[config.mk]
export PLATFORM = sky130hd
export DESIGN_NAME = statled_rx
export DESIGN_NICKNAME = d
export VERILOG_FILES = /design/src/rtl/statled_rx.sv
export SDC_FILE = /design/constraint.sdc
export NUM_CORES = 1
export LEC_CHECK = 0
export CORE_AREA = 5 5 74 76
export CTS_BUF_LIST = sky130_fd_sc_hd__clkbuf_4
export DETAILED_ROUTE_END_ITERATION = 10
export DIE_AREA = 0 0 79 81
export PLACE_DENSITY = 0.69
export SLEW_MARGIN = 30
export SYNTH_ARGS = -nofsm -noshare
export SYNTH_HDL_FRONTEND = slang
export SYNTH_SLANG_ARGS = --single-unit
[constraint.sdc]
create_clock -name clk -period 3.2 [get_ports clk]
set_input_delay 0.48 -clock clk [delete_from_list [all_inputs] [get_ports clk]]
set_output_delay 0.48 -clock clk [all_outputs]
set_load 0.01 [all_outputs]
[src/rtl/statled_rx.sv]
// rtl/statled_rx.sv - status LED blink-code decoder (pulse counting, gap framing, confirmation)
module statled_rx #(
  parameter int unsigned BIT_CLKS      = 1000,
  parameter int unsigned GAP_BITS      = 4,
  parameter int unsigned MIN_HIGH_CLKS = 500,
  parameter int unsigned MAX_CODE      = 6,
  parameter int unsigned CONFIRM       = 2,
  parameter bit          LED_ACTIVE    = 1'b1
) (
  input  logic       clk,
  input  logic       rst,
  input  logic       led_in,
  output logic [3:0] code,
  output logic       code_stb,
  output logic [3:0] status,
  output logic       status_valid,
  output logic       err
);

  localparam int unsigned GAP_CLKS = GAP_BITS * BIT_CLKS;
  localparam int unsigned RUN_W    = $clog2(GAP_CLKS + 1) + 1;

  localparam logic [RUN_W-1:0] RUN_MAX    = '1;
  localparam logic [RUN_W-1:0] RUN_ONE    = RUN_W'(1);
  localparam logic [RUN_W-1:0] GAP_RUN    = RUN_W'(GAP_CLKS);
  localparam logic [RUN_W-1:0] MIN_RUN    = RUN_W'(MIN_HIGH_CLKS);
  localparam logic [3:0]       CODE_LIMIT = 4'(MAX_CODE + 1);
  localparam logic [3:0]       CONFIRM_N  = 4'(CONFIRM);

  typedef enum logic [1:0] {
    SYNC = 2'd0,
    LOW  = 2'd1,
    HIGH = 2'd2
  } state_t;

  state_t state_q, state_d;

  logic             sync1_q, sync1_d;
  logic             sync2_q, sync2_d;
  logic             sync3_q, sync3_d;
  logic [RUN_W-1:0] run_q, run_d;
  logic [3:0]       pulse_q, pulse_d;
  logic [3:0]       match_q, match_d;
  logic [3:0]       code_q, code_d;
  logic             code_stb_q, code_stb_d;
  logic [3:0]       status_q, status_d;
  logic             status_valid_q, status_valid_d;
  logic             err_q, err_d;

  logic       on_s, on_prev, rise, fall;
  logic       gap_hit, sync_ok, stuck_hit, pulse_ok, short_high;
  logic       emit;
  logic [3:0] emit_code;
  logic [3:0] pulse_inc;

  // Input conditioning: synchronizer, polarity fold, edges and the level run length
  always_comb begin
    sync1_d = led_in;
    sync2_d = sync1_q;
    sync3_d = sync2_q;
    on_s    = sync2_q ^ ~LED_ACTIVE;
    on_prev = sync3_q ^ ~LED_ACTIVE;
    rise    = on_s & ~on_prev;
    fall    = ~on_s & on_prev;
    if (on_s != on_prev) begin
      run_d = RUN_ONE;
    end else if (run_q == RUN_MAX) begin
      run_d = run_q;
    end else begin
      run_d = run_q + RUN_ONE;
    end
    // run_d counts the current cycle; run_q still holds the length of a run that just ended
    gap_hit    = ~on_s && (run_d == GAP_RUN);
    sync_ok    = ~on_s && (run_d >= GAP_RUN);
    stuck_hit  = on_s && (run_d == GAP_RUN);
    pulse_ok   = fall && (run_q >= MIN_RUN);
    short_high = fall && (run_q < MIN_RUN);
  end

  // Next-state logic for the frame decoder
  always_comb begin
    state_d = state_q;
    case (state_q)
      SYNC: if (sync_ok) state_d = LOW;
      LOW:  if (rise) state_d = HIGH;
      HIGH: begin
        if (fall) begin
          state_d = pulse_ok ? LOW : SYNC;
        end else if (stuck_hit) begin
          state_d = SYNC;
        end
      end
      default: state_d = SYNC;
    endcase
  end

  // Decoder actions: pulse counting, code emission, error reporting and confirmation
  always_comb begin
    pulse_d        = pulse_q;
    match_d        = match_q;
    code_d         = code_q;
    code_stb_d     = 1'b0;
    status_d       = status_q;
    status_valid_d = status_valid_q;
    err_d          = 1'b0;
    emit           = 1'b0;
    emit_code      = 4'd0;
    pulse_inc      = (pulse_q == 4'hf) ? pulse_q : pulse_q + 4'd1;

    case (state_q)
      SYNC: if (sync_ok) pulse_d = 4'd0;
      LOW: begin
        // a rising edge always wins over a gap timeout
        if (!rise && gap_hit && (pulse_q != 4'd0)) begin
          emit      = 1'b1;
          emit_code = pulse_q;
          pulse_d   = 4'd0;
        end
      end
      HIGH: begin
        if (pulse_ok) begin
          if (pulse_inc >= CODE_LIMIT) begin
            // too many pulses for a numbered code: this is the 50/50 default pattern
            emit      = 1'b1;
            emit_code = 4'd0;
            pulse_d   = 4'd0;
          end else begin
            pulse_d = pulse_inc;
          end
        end else if (short_high || (!fall && stuck_hit)) begin
          err_d = 1'b1;
        end
      end
      default: ;
    endcase

    if (err_d) begin
      match_d = 4'd0;
    end

    if (emit) begin
      code_d     = emit_code;
      code_stb_d = 1'b1;
      if (emit_code == code_q) begin
        match_d = (match_q == 4'hf) ? match_q : match_q + 4'd1;
      end else begin
        match_d = 4'd1;
      end
      if (match_d >= CONFIRM_N) begin
        status_d       = emit_code;
        status_valid_d = 1'b1;
      end
    end
  end

  // FSM state register
  always_ff @(posedge clk or posedge rst) begin
    if (rst) begin
      state_q <= SYNC;
    end else begin
      state_q <= state_d;
    end
  end

  // Datapath and output registers
  always_ff @(posedge clk or posedge rst) begin
    if (rst) begin
      sync1_q        <= 1'b0;
      sync2_q        <= 1'b0;
      sync3_q        <= 1'b0;
      run_q          <= '0;
      pulse_q        <= 4'd0;
      match_q        <= 4'd0;
      code_q         <= 4'd0;
      code_stb_q     <= 1'b0;
      status_q       <= 4'd0;
      status_valid_q <= 1'b0;
      err_q          <= 1'b0;
    end else begin
      sync1_q        <= sync1_d;
      sync2_q        <= sync2_d;
      sync3_q        <= sync3_d;
      run_q          <= run_d;
      pulse_q        <= pulse_d;
      match_q        <= match_d;
      code_q         <= code_d;
      code_stb_q     <= code_stb_d;
      status_q       <= status_d;
      status_valid_q <= status_valid_d;
      err_q          <= err_d;
    end
  end

  assign code         = code_q;
  assign code_stb     = code_stb_q;
  assign status       = status_q;
  assign status_valid = status_valid_q;
  assign err          = err_q;

endmodule

---- Word level (Yosys, flattened, before mapping) ----
Cells that the tools add are included.
W data, S select, Z words.
storage, ports and cells
  register bits ........................... 37
  bits of input ports ..................... 3
  output and inout bits ................... 11
  word-level logic and storage cells ...... 84
operators by class
  eq/ne operators ......................... 13
  add/sub/neg operators ................... 3
  bitwise logic cells ..................... 4
  muxes and demuxes ....................... 29
  reductions and logical operators ........ 18
  order comparisons ....................... 5
operators by type and width
  cell                     count
  $mux W4                  12
  $mux W13                 2
  $add A13 B1 Y13 const B  1
  $eq A13 B12 Y1 const B   1
  $eq A13 B13 Y1 const B   1
  $ge A13 B12 Y1 const B   1
  $ge A13 B9 Y1 const B    1
  $lt A13 B9 Y1 const B    1
  $pmux W4 S3              1
  $add A4 B1 Y4 const B    2
  $eq A4 B4 Y1 const B     2
  $logic_and A1 B1 Y1      8
  $mux W1                  8
  $mux W2                  4
  $ne A2 B2 Y1 const B     4
  $pmux W2 S3              1
  $eq A4 B4 Y1             1
  $ge A4 B2 Y1 const B     1
  $ge A4 B3 Y1 const B     1
  $reduce_and A4 Y1        1
  $reduce_bool A4 Y1       1
  $ne A3 B3 Y1 const B     1
  $reduce_and A3 Y1        1
  $reduce_bool A3 Y1       1
  other kinds (11)         14

---- Longest topological paths before layout ----
Gate-level depths: netlist (run 1).
  word-level depth ........................ 14
  depth in mapped cells ................... 11

---- Worst setup path after synthesis (run 1) ----
No wires, ideal clock.
  path kind ............................... flip-flop to flip-flop
  start point ............................. reg run_q[0]
  end point ............................... reg status_q[0] (netlist: status[0])
  setup slack ............................. -179 ps
  required time ........................... 3079 ps
  cell stages (with the launch flop) ...... 10
  library setup time ...................... 121 ps
  arrival time ............................ 3258 ps
  cell sequence ........................... dfrtp_1 -> ha_1 -> nand4_4 -> or3_1 -> a211o_1 -> or4_4 -> nor4_4 -> mux2i_2 -> nand3_2 -> a22o_1
between the ends
  longest elaborated chain between the ends .. 14
  elaborated cells on any way between the ends .. 20
ends and longest elaborated chain
  what                                                      line    text
  start, declared                                           41      logic [RUN_W-1:0] run_q, run_d;
  start signal, assigned                                    183     run_q <= run_d;
  $add A13 B1 Y13 / $eq A13 B13 Y1 (equally long branches)  70, 67
  $mux W13                                                  67      end else if (run_q == RUN_MAX) begin
  $mux W13                                                  65      if (on_s != on_prev) begin
  $eq A13 B12 Y1                                            73      gap_hit = ~on_s && (run_d == GAP_RUN);
  $logic_and A1 B1 Y1                                       73
  $logic_and A1 B1 Y1 (2 in series)                         114     if (!rise && gap_hit && (pulse_q != 4'd0)) begin
  $mux W4                                                   114
  $mux W4                                                   -
  $eq A4 B4 Y1                                              144     if (emit_code == code_q) begin
  $mux W4                                                   144
  $mux W4                                                   141     if (emit) begin
  $ge A4 B2 Y1                                              149     if (match_d >= CONFIRM_N) begin
  $reduce_and A2 Y1 (no line)                               -
  end signal, assigned                                      188     status_q <= status_d;
  end, declared                                             46      logic [3:0] status_q, status_d;
Several ways; a longest one is shown, not always the timed one. The select of a mux whose other input is x is not followed.
A chain may end at the register's enable or synchronous reset.

---- Worst setup path in the final report (run 1) ----
  start point ............................. reg run_q[0]
  end point ............................... reg match_q[0]
between the ends
  longest elaborated chain between the ends .. 13
  elaborated cells on any way between the ends .. 28
ends and longest elaborated chain
  what                                                      line    text
  $add A13 B1 Y13 / $eq A13 B13 Y1 (equally long branches)  70, 67
  $mux W13                                                  67
  $mux W13                                                  65
  $eq A13 B12 Y1                                            73, 75
  $logic_and A1 B1 Y1                                       73
  $logic_and A1 B1 Y1 (2 in series)                         114
  $mux W4                                                   114
  $mux W4                                                   -
  $eq A4 B4 Y1                                              144
  $mux W4                                                   144
  $mux W4 (2 in series)                                     141
  end signal, assigned                                      185     match_q <= match_d;
  end, declared                                             43      logic [3:0] match_q, match_d;
Several ways; a longest one is shown, not always the timed one. The select of a mux whose other input is x is not followed.

==> results of run 1 <==
-- routing by layer --
layer	up-vias	routed length (µm)
li1	956	-
met1	937	2340
met2	55	2340
met3	11	223
met4	0	138
met5	-	0
-- cell type report --
type	count	area, µm²	share of cell area, %
inverter	23	86.3	3.17
tap	54	67.6	2.48
sequential	37	927	34.0
clock buffer	5	37.5	1.38
timing repair buffer	40	340	12.5
clock inverter	3	17.5	0.642
multi-input combinational	170	1250	45.9
-- where the power goes --
part            total, W  internal [W]  switching [W]
registers       0.000494      0.000478      0.0000155
logic          0.0000906     0.0000393      0.0000513
clock network   0.000249     0.0000833       0.000166
-- cell families (layout without fill, tap and decap cells) --
| kind of cell | count (synthesis) | count (layout) |
|---|---|---|
| and+or+nand+nor | 87 | 87 |
| AOI/OAI and AO/OA | 60 | 60 |
| DFF | 37 | 37 |
| buffers and inverters | 30 | 71 |
| adders and majority gates | 11 | 11 |
| xor gates and xnor gates | 7 | 7 |
| muxes | 5 | 5 |
-- synthesized netlist by cell type (3+ instances only) --
| master | number |
|---|---|
| dfrtp_1 | 37 |
| inv_1 | 22 |
| nand2_1 | 21 |
| o21ai_0 | 13 |
| ha_1 | 11 |
| nor2_1 | 11 |
| a21oi_1 | 10 |
| a31oi_1 | 8 |
| nand3_1 | 8 |
| nand4_1 | 6 |
| xnor2_1 | 6 |
| and3_1 | 5 |
| nor3_1 | 5 |
| nor4_1 | 5 |
| o211ai_1 | 5 |
| a22o_1 | 4 |
| buf_2 | 4 |
| or3_1 | 4 |
| and4_1 | 3 |
| clkbuf_1 | 3 |
| mux2_2 | 3 |
| nor2b_1 | 3 |
-- per-stage QoR --
stage | setup WS, ps | utilization (%) | hold WS [ps] | total power, W | setup TNS, ps
2_1_floorplan | 0.692 | - | 331 | 0.000556 | 0
3_3_place_gp | 103 | 55.7 | 333 | 0.000586 | 0
3_5_place_dp | 30.5 | 55.7 | 340 | 0.000589 | 0
4_1_cts | 38.1 | 56.9 | 366 | 0.000837 | 0
5_1_grt | -39.4 | 58.5 | 383 | 0.000883 | -172
6_report | 69.7 | 58.5 | 364 | 0.000834 | 0
-- worst reg2reg max path, cell delays in order, from the launching register on --
cell and delay (ps):
dfrtp_1 410, ha_4 200, nand4_4 90, or3_1 320, a211o_1 290, or4_4 540, nor4_4 380, mux2i_4 330
buf_6 150, a41oi_2 120, o221a_1 220
-- layout by cell type (no fill, tap or decap), drive strengths merged, types with 3 or more instances in the layout --
cell type       n
nand2          21
nor2b           3
and3            5
a31oi           8
clkinv          4
and4            5
inv            22
nand3           9
nor3            5
ha             11
nor2           11
a21oi          10
buf            27
clkbuf          5
nand4           7
a22o            4
or3             4
xnor2           6
o211ai          5
dfrtp          37
clkdlybuf4s50  13
nor4            6
mux2            3
o21ai          14
-- path summary, 6_finish.rpt --
| check | start | endpoint | slack [ps] |
|---|---|---|---|
| worst min-delay path | sync1_q$_DFF_PP0_ | on_s$_DFF_PP0_ | 360 |
| worst max-delay path | run_q[0]$_DFF_PP0_ | match_q[0]$_DFFE_PP0P_ | 70 |
| max in group asynchronous | rst | run_q[2]$_DFF_PP0_ | 2300 |
| worst min register to register | sync1_q$_DFF_PP0_ | on_s$_DFF_PP0_ | 360 |
| worst max register to register | run_q[0]$_DFF_PP0_ | match_q[0]$_DFFE_PP0P_ | 70 |
| min in group asynchronous | rst | run_q[10]$_DFF_PP0_ | 540 |
-- timing repair --
action                                  4_1_cts  5_1_grt
setup buffers                                 0        6
endpoints found under the setup margin        0       13
resized for setup                             0        8
-- sequential cells by signal, summed over array words and instances, names as in the netlist --
name	cells
status_valid	1
status	4
state_q	2
pulse_q	4
code_stb	1
match_q	4
sync1_q	1
on_prev	1
on_s	1
run_q	13
code	4
err	1
==> metrics.txt, run 1 <==
GRT Total Usage=approximately 17%; Die Area=~6400 µm²; grt ovf=0; Starting DRT DRC Count=117; Reg2Reg Depth=10; Placer Congestion=between 0.8 and 0.9; fraction of synthesized cell area in xor and xnor cells=between 2 and 3%; top cells by area, synth=dfrtp_1, ha_1, inv_1; Period Utilization, post-route=a little under 100%; EDFF count, synth=0; Finished Cell Area=~2700 µm²; Detailed Route WL=5040 µm; instance count on the critical path=10; CTS Sinks=37; min Tclk post-route=3130 ps; Mapped Nets=approximately 250; via density per instance=5.90; Fillers=roughly 400; num ports=14; CP Data Arrival Time=between 3000 and 4000 ps; post-synth top area share=approximately two fifths; mux cell area share after synthesis=under 10%; post-placement cell count=~320; cells after synthesis=237; Max-slew headroom=66.8%; largest family of logic cells by synthesized area=simple AND/OR/NAND/NOR gates; number of antenna diodes=0; clk root buf=clkbuf_4; Row Count=25; asr flop ratio synth=100%; Mean Syn Cell Area=approximately 9.5 µm²; highest cell delay on the worst timing path=approximately 540 ps; PD cells=306 nW/µm²; vias in the first global route=1972; initial antenna violation count=0; Worst VDD drop=263 µV; Die W=79 µm; CTS tree=built; final non-filler cell total=roughly 330; Worst-Skew Late Latency=roughly 350 ps; global-route wire length before repair=~9000 µm; Max clock buf depth=2; Top Usage Layer GRT=met2; register area share after synthesis=41.1%; max_cap viols=0; warnings from Yosys=0; Peak Freq=about 320 MHz; post-synthesis compound-gate area fraction=between 10% and 20%; Primary FF master, synth=dfrtp_1; Top delay family on crit path=simple AND/OR/NAND/NOR gates; critical-path cell list=ha_4 > nand4_4 > or3_1 > a211o_1 > or4_4 > nor4_4 > mux2i_4 > buf_6 > a41oi_2 > o221a_1; final setup vio count=0; HPWL Detailed=approximately 3800 µm; core footprint=approximately 4700 µm²; via count=1959; Layout area overhead=21.2%; area leader, netlist=dfrtp_1; GR Layer Usage met3=3.77%; Synth Area in Simple Gates=a little under a quarter; max-slew violation count=0; Final Net Count=just under 300; Worst Skew=between 10 and 15 ps; largest net degree at the start of global routing=38; CTS Buf Count=5; Hold Crit Class=reg -> reg; H-tree Lvls=2; I/O Buffers=13; Slowest-stage cell, CP=or4_4; DRC=0; met1 usage=~22%; standby leakage power=roughly 1.2 nW; RSZ-0062 raised after global routing=true; number of synthesized register bits=37; CP Launch Type=flop; slew of the pin with the lowest slew margin=between 400 and 500 ps; critical path buffer and inverter count=1; Hold Crit Depth=0; wire per inst=15.2 µm; Reg clk slew, reported paths=~120 ps; cts hold-fix bufs=0; WS Path Type=reg -> reg; post-route ant nets=0; final hold violation count=0; Worst Path Max Fanout=7; Post-Syn Area=roughly 2300 µm²; placed cell area=approximately 2600 µm²; Die Span Y=between 80 and 90 µm; grt met2 use=between 20 and 30%; required time worst endpoint=~3500 ps; outcome=completed; drt first pass iters=4; library cells used by synthesis=55; adder-cell area share of the yosys netlist=6.11%; share of post-route cells with drive strength above 1=roughly 20%; Initial Util=roughly half; Setup crit end kind=flop
No activity file was read; power rests on OpenSTA's default activity.
==> run 2: changes to the inputs <==
--- a/config.mk
+++ b/config.mk
@@ -10,6 +10,7 @@
 export DETAILED_ROUTE_END_ITERATION = 10
 export DIE_AREA = 0 0 79 81
 export PLACE_DENSITY = 0.69
+export REMOVE_ABC_BUFFERS = 1
 export SLEW_MARGIN = 30
 export SYNTH_ARGS = -nofsm -noshare
 export SYNTH_HDL_FRONTEND = slang
==> run 2 against run 1 <==
Effect of this change: global-route usage decreased by 0.19 points; hold slack gained 1.5 ps; sequential cell count did not move; largest cell class unchanged; largest power group unchanged.
==> metrics.txt, run 2 (same netlist as run 1, synthesis figures left out) <==
outcome=completed; core footprint=about 4700 µm²; CP Data Arrival Time=roughly 3300 ps; via count=1982; via density per instance=approximately 6.0; vias in the first global route=1900; Layout area overhead=22.0%; flip-flop count of the largest register after layout=13; Die Span Y=just over 80 µm; Setup crit end kind=flop; wire per inst=around 15 µm; share of post-route cells with drive strength above 1=about a fifth; WHS=365 ps; Initial Util=48.3%; slew of the pin with the lowest slew margin=577 ps; Max-slew headroom=about 62%; RSZ-0062 raised after global routing=true; standby leakage power=approximately 1.2 nW; placed cell area=approximately 2600 µm²; clk root buf=clkbuf_4; Final Net Count=291; Starting DRT DRC Count=roughly 180; max-slew violation count=0; final core occ=between 50% and 60%; I/O Buffers=13; Hold Crit Class=reg -> reg; GRT Total Usage=between 15 and 20%; Detailed Route WL=about 5000 µm; post-placement cell count=~320; cts hold-fix bufs=0; Reg with most FFs=run_q; final non-filler cell total=between 300 and 400; number of antenna diodes=0; commonest non-fill, non-tap cell in the layout=dfrtp_1; Fin Setup TNS=0 ps; PD cells=approximately 330 nW/µm²; Placer Congestion=a little over 0.9; CTS Sinks=37; Worst VDD drop=292 µV; drt first pass iters=4; final setup vio count=0; Worst-Skew Late Latency=about 350 ps; final hold violation count=0; Reg clk slew, reported paths=130 ps; DRC=0; initial antenna violation count=0; Period Utilization, post-route=96.6%; grt ovf=0; HPWL Detailed=approximately 3800 µm; H-tree Lvls=2; largest net degree at the start of global routing=24; Fillers=between 300 and 400; num ports=14; Peak Freq=around 320 MHz; max_cap viols=0; required time worst endpoint=3450 ps; global-route wire length before repair=~9000 µm; Die Area=6400 µm²; Die W=roughly 80 µm; Max clock buf depth=2; most frequent cells in the layout=dfrtp_1, buf_4, inv_1, nand2_1; post-route ant nets=0; CP Launch Type=flop; min Tclk post-route=approximately 3100 ps; CTS Buf Count=5; Worst Skew=around 22 ps; CTS tree=built; Finished Cell Area=about 2700 µm²; WS Path Type=reg -> reg; Row Count=25; Worst Path Max Fanout=7
-- run 2: cell type report --
class                           count  area, µm²  share of cell area [%]
Clock buffer                        5       37.5                    1.37
Clock inverter                      3       46.3                    1.69
Tap cell                           54       67.6                    2.46
Sequential cell                    37        926                    33.7
Inverter                           23       86.3                    3.14
Multi-Input combinational cell    170       1240                    45.4
Timing Repair Buffer               40        337                    12.3
-- run 2: critical path: stages, from the launching register on --
cell	delay [ps]
dfrtp_1	420
ha_4	180
nand4_4	100
or3_1	320
a211o_1	300
or4_4	550
nor4_4	340
mux2i_2	260
buf_4	180
a41oi_2	100
o221a_1	230
-- run 2: what timing repair did --
item | CTS | global route
setup buffers | 0 | 3
pin swaps | 1 | 13
gates cloned | 0 | 0
resized for setup | 0 | 9
hold endpoints to repair | 0 | 0
endpoints found under the setup margin | 1 | 10
-- run 2: stage by stage --
stage | power, W | worst slack, ps
floorplan | 0.000547 | -183
global placement | 0.000586 | 101
detailed placement | 0.000586 | -0.387
CTS | 0.000918 | 38.0
global route | 0.000962 | -22.2
finish | 0.000919 | 110
-- run 2: metal layers --
layer,wire [µm],vias to the layer above,track usage [%]
li1,-,960,-
met1,2290,958,23.7
met2,2380,58,27.0
met3,276,6,3.77
met4,60,0,6.01
met5,0,-,0
-- run 2: final timing paths --
check / end / cells past startpoint / slack, ps / startpoint
min reg2reg: on_s$_DFF_PP0_ / 0 / 370 / sync1_q$_DFF_PP0_
max: match_q[0]$_DFFE_PP0P_ / 10 / 110 / run_q[1]$_DFF_PP0_
max in group asynchronous: code[2]$_DFFE_PP0P_ / 3 / 2010 / rst
min in group asynchronous: run_q[8]$_DFF_PP0_ / 2 / 480 / rst
min: on_s$_DFF_PP0_ / 0 / 370 / sync1_q$_DFF_PP0_
max reg2reg: match_q[0]$_DFFE_PP0P_ / 10 / 110 / run_q[1]$_DFF_PP0_
-- run 2: where the power goes --
group	internal [W]	switching (W)
Combinational	0.0000417	0.0000528
Sequential	0.000478	0.0000153
Clock	0.000165	0.000166
Total	0.000685	0.000234
==> run 3: changes to the inputs <==
--- a/config.mk
+++ b/config.mk
@@ -7,8 +7,10 @@
 export LEC_CHECK = 0
 export CORE_AREA = 5 5 74 76
 export CTS_BUF_LIST = sky130_fd_sc_hd__clkbuf_4
+export CTS_CLUSTER_SIZE = 40
 export DETAILED_ROUTE_END_ITERATION = 10
 export DIE_AREA = 0 0 79 81
+export HOLD_SLACK_MARGIN = 0.08
 export PLACE_DENSITY = 0.69
 export REMOVE_ABC_BUFFERS = 1
 export SLEW_MARGIN = 30
==> results of run 3 <==
No change in the layout: final DEF, timing and power equal those of run 2.
